File: config.mk
export PLATFORM = sky130hd
export DESIGN_NAME = counter_down_load
export DESIGN_NICKNAME = d
export VERILOG_FILES = /design/src/rtl/counter_down_load.sv
export SDC_FILE = /design/constraint.sdc
export NUM_CORES = 1
export LEC_CHECK = 0
export ABC_AREA = 1
export CAP_MARGIN = 30
export CORE_AREA = 2 2 39 41
export DETAILED_ROUTE_END_ITERATION = 10
export DIE_AREA = 0 0 41 43
export GPL_ROUTABILITY_DRIVEN = 0
export GPL_TIMING_DRIVEN = 0
export HOLD_SLACK_MARGIN = 0.02
export SLEW_MARGIN = 10
export SYNTH_ARGS = -nofsm -noshare
export SYNTH_HDL_FRONTEND = slang
export SYNTH_SLANG_ARGS = --single-unit
File: constraint.sdc
create_clock -name clk -period 1.38 [get_ports clk]
set_input_delay 0.207 -clock clk [delete_from_list [all_inputs] [get_ports clk]]
set_output_delay 0.207 -clock clk [all_outputs]
set_load 0.01 [all_outputs]
File: src/rtl/counter_down_load.sv
// Loadable down-counter with IDLE/RUN/DONE control and a one-cycle terminal-count pulse.
// Define COUNTER_DOWN_LOAD_AUTORELOAD_EN to reload from the captured start value instead of stopping at zero.
module counter_down_load #(
   parameter int WIDTH = 3
) (
   input  logic             clk,
   input  logic             rst,
   input  logic             load,
   input  logic             en,
   input  logic [WIDTH-1:0] din,
   output logic [WIDTH-1:0] count,
   output logic             tc,
   output logic             busy,
   output logic             done
);

   typedef enum logic [1:0] {
      IDLE = 2'd0,
      RUN  = 2'd1,
      DONE = 2'd2
   } state_t;

   state_t           state_reg;
   logic [WIDTH-1:0] reload_reg;

   always_ff @(posedge clk) begin
      if (rst) begin
         state_reg  <= IDLE;
         count      <= '0;
         tc         <= 1'b0;
         reload_reg <= '0;
      end else if (load) begin
         count      <= din;
         reload_reg <= din;
         tc         <= 1'b0;
         state_reg  <= (din != '0) ? RUN : DONE;
      end else begin
         tc <= 1'b0;
         case (state_reg)
            IDLE: count <= '0;
            RUN: begin
               if (en) begin
                  if (count > WIDTH'(1)) begin
                     count <= count - WIDTH'(1);
                  end else if (count == WIDTH'(1)) begin
                     // tc rises together with count reaching zero
                     count <= '0;
                     tc    <= 1'b1;
`ifndef COUNTER_DOWN_LOAD_AUTORELOAD_EN
                     state_reg <= DONE;
`endif
                  end else begin
`ifdef COUNTER_DOWN_LOAD_AUTORELOAD_EN
                     count <= reload_reg;
`else
                     count     <= '0;
                     state_reg <= DONE;
`endif
                  end
               end
            end
            DONE: count <= '0;
            default: begin
               state_reg <= IDLE;
               count     <= '0;
            end
         endcase
      end
   end

   assign busy = (state_reg == RUN);
   assign done = (state_reg == DONE);

endmodule

==> impl.org <==
** STA
- Final setup margin :: 0.107 ns
- Clock skew :: 0.00306 ns
- Highest achievable clock rate :: 785 MHz
- Setup repair after global routing left no endpoint under its margin.
- Transition time at the pin with the least slew margin :: 0.294 ns
- Setup TNS :: 0 ns
- The final-report hold violation count was 0.
- Share of the clock period used by the worst path :: 0.923
- Max-slew violation count :: 0
- The routed design could run at a clock period as short as 1.27 ns.
- Headroom to the max-slew limit :: 0.803
- Number of setup violations in the final report :: 0
- Hold is met by 0.531 ns.

** Placed design
- OpenSTA, run right after detailed placement, puts the worst setup slack at -0.0259 ns.
- HPWL after detailed placement :: 664 um
- In this run the cell area measured after placement is 534 um2.
- Port buffering added 12 buffers.

** Cells and area
- The final layout contains 82 nets.
- 0 antenna diodes ended up in the layout.
- The area growth from synthesis to layout is 42.2%.
- The finished cells cover 561 um2.
- The register with the most flip-flops in the layout has 3 of them.
- Share of layout cells above drive strength 1 :: 0.211

** Logic synthesis
- Most frequent cell after synthesis :: sky130_fd_sc_hd__nand2_1
- Mux contribution to synthesized area :: 0
- By count the netlist is led by sky130_fd_sc_hd__nand2_1 (14), sky130_fd_sc_hd__dfxtp_1 (6), sky130_fd_sc_hd__inv_1 (6).
- Of the total synthesized cell area, the portion taken by full adders, half adders and majority gates is 0.0635.
- The most used flip-flop cell after synthesis is sky130_fd_sc_hd__dfxtp_1.
- The cell area that synthesis handed to floorplanning was 394 um2.
- For this run, the number of Yosys warnings is 0.
- Of the synthesized area, sequential elements account for 0.305.
- Post-Synth Simple-Gate Area :: 0.403
- Counting flops and latches in the post-synthesis netlist gives 6.
- Synthesized-area fraction occupied by ao, oa, aoi and oai cells :: 0.111
- Averaged over all synthesized cells, the footprint is 7.04 um2.
- Combinational family with the most area after synthesis :: simple AND/OR/NAND/NOR gates
- For this run, asynchronously set or reset flops after synthesis account for 0.
- The share of synthesized area in the top cell type comes to 0.305.
- Cells taking the most area after synthesis :: sky130_fd_sc_hd__dfxtp_1 (30%), sky130_fd_sc_hd__nand2_1 (13%), sky130_fd_sc_hd__ha_1 (6.3%)
- Yosys mapped a number of flops with a built-in enable equal to 0.
- In this run, distinct cell masters in the synthesized netlist total 19.
- Biggest area consumer among synthesized cells :: sky130_fd_sc_hd__dfxtp_1
- Synthesized netlist net count :: 65
- Xor and xnor area share after synthesis :: 0.0222
- Synthesized instance count :: 56

** Critical path
- The setup check on the worst reg-to-reg path leaves a slack of 0.18 ns.
- STA puts the critical path data arrival time at 1.07 ns.
- The worst setup path is launched from a flip-flop.
- The worst setup path is of the reg -> out kind.
- The worst setup path is captured at an output pin.
- Of all nets on the critical path, the largest fanout is 3.
- Worst reg2reg path depth :: 7
- Data on the critical path is required at its endpoint by 1.17 ns.

** Clocking
- In this run the number of H-tree levels came out at 1.
- Total number of clock tree sinks :: 6
- Clock network latency to the later pin of the worst-skew pair :: 0.24 ns
- TritonCTS clock tree :: built
- After clock tree synthesis, the clock-pin slew on the worst setup and hold paths is 0.05 ns.
- Cts hold-fix bufs :: 0
- The number of setup buffers added after CTS is 0.
- The clock passes through at most 2 buffers.
- The cell sitting at the root of the clock tree is a sky130_fd_sc_hd__clkbuf_4.
- Clock buffers created by TritonCTS :: 3

** Drt
- For this run, design rule violations remaining after detail routing come to 0.
- The count of nets left with antenna violations once routing finished came out at 0.
- Detailed Route Iter0 Violations :: 9
- Wire per inst :: 9.53 um
- Via count :: 397
- Via/cell ratio :: 4.56
- After detailed routing, the total wire length is 829 um.
- Number of optimization iterations in the first detailed-route pass :: 4

** Worst hold path
- In this run the worst hold path is classified as in -> reg.
- Number of stages on the worst hold path :: 2

** Die
- The floorplan step set the die width to 41 um.
- The initial utilization of the core area, before any placement, comes to 0.285.
- The die covers 0.00176 mm2.
- Number of core rows :: 14
- In this run the count of I/O pins placed on the die edge is 13.
- Area of the core :: 0.00138 mm2
- The die is 43 um tall.

** Global route
- The layer flagged by global routing as most heavily used is met1.
- Entering global routing, the biggest net connects 9 pins.
- Total GRT Usage :: 0.111
- The first global-routing pass estimated 1340 um of wire.
- Global Route met3 Usage :: 0.0471
- The total overflow left after global routing is 0.
- Met2 Usage GRT :: 0.147
- The number of antenna violations at the first check in global routing is 0.
- GR Util met1 :: 0.157
- The number of global-route vias before repair is 332.

** Pwr
- Worst VDD drop :: 0.000523 V
- Leakage :: 0.288 nW
- Total power divided by cell area :: 868 mW/mm2

** Outcome
- Status :: finished, final reports clean

** Run
- The tool flagged a number of max-cap violations equal to 0.
## critical path: stages, from the launching register on
cell and delay, ns:
sky130_fd_sc_hd__dfxtp_1 0.36, sky130_fd_sc_hd__inv_2 0.08, sky130_fd_sc_hd__nor2_8 0.10, sky130_fd_sc_hd__dlygate4sd2_1 0.28
## worst paths after layout
check / start / end
setup / recovery: state_reg[0] / busy
hold / removal: rst / state_reg[1]
setup reg to reg: count[1] / count[0]
hold reg to reg: state_reg[1] / state_reg[1]
## timing repair
action	CTS	global route
setup endpoints to repair	4	2
gates cloned	0	0
resized for setup	5	2
hold endpoints to repair	0	0
## power by group
| part | switching (mW) | internal [mW] | leakage, nW |
|---|---|---|---|
| Clock | 0.0644 | 0.0985 | 0.0138 |
| Combinational | 0.0679 | 0.0572 | 0.224 |
| Sequential | 0.0131 | 0.185 | 0.0501 |
## per-stage QoR
stage | cells | utilization | power (mW)
5_1_grt | 87 | 0.405 | 0.515
3_3_place_gp | 84 | 0.386 | 0.332
6_report | 87 | 0.405 | 0.486
2_1_floorplan | 56 | - | 0.278
3_5_place_dp | 84 | 0.386 | 0.333
4_1_cts | 87 | 0.401 | 0.490
## final cells by class
| class | count | area, um2 |
|---|---|---|
| Sequential cell | 6 | 123 |
| Tap cell | 16 | 20.0 |
| Timing Repair Buffer | 12 | 121 |
| Fill cell | 153 | 823 |
| Clock buffer | 3 | 22.5 |
| Multi-Input combinational cell | 40 | 236 |
| Inverter | 10 | 37.5 |
## layout by cell type (no fill, tap or decap), drive strengths merged, types with 3 or more instances in the layout
| cell type | n |
|---|---|
| a31oi | 3 |
| clkbuf | 3 |
| clkdlybuf4s50 | 7 |
| dfxtp | 6 |
| dlygate4sd2 | 3 |
| inv | 10 |
| nand2 | 16 |
| nand3 | 4 |
| nor2 | 7 |
| o21ai | 4 |
## layer usage
layer  vias up  part of all wire  routed length [um]
met5         -                 0                   0
met4         0             0.017                  14
met3         2             0.051                  42
met2        10              0.43                 360
met1       173              0.50                 411
li1        212                 -                   -
## logic make-up after synthesis
| family | Yosys count |
|---|---|
| AND/OR/NAND/NOR | 29 |
| buffers and inverters | 10 |
| flip-flops | 6 |
| AO/OA/AOI/OAI | 8 |
| adder cells (fa/ha/maj) | 2 |
| XOR/XNOR | 1 |
Power figures use the tool's default switching activity.
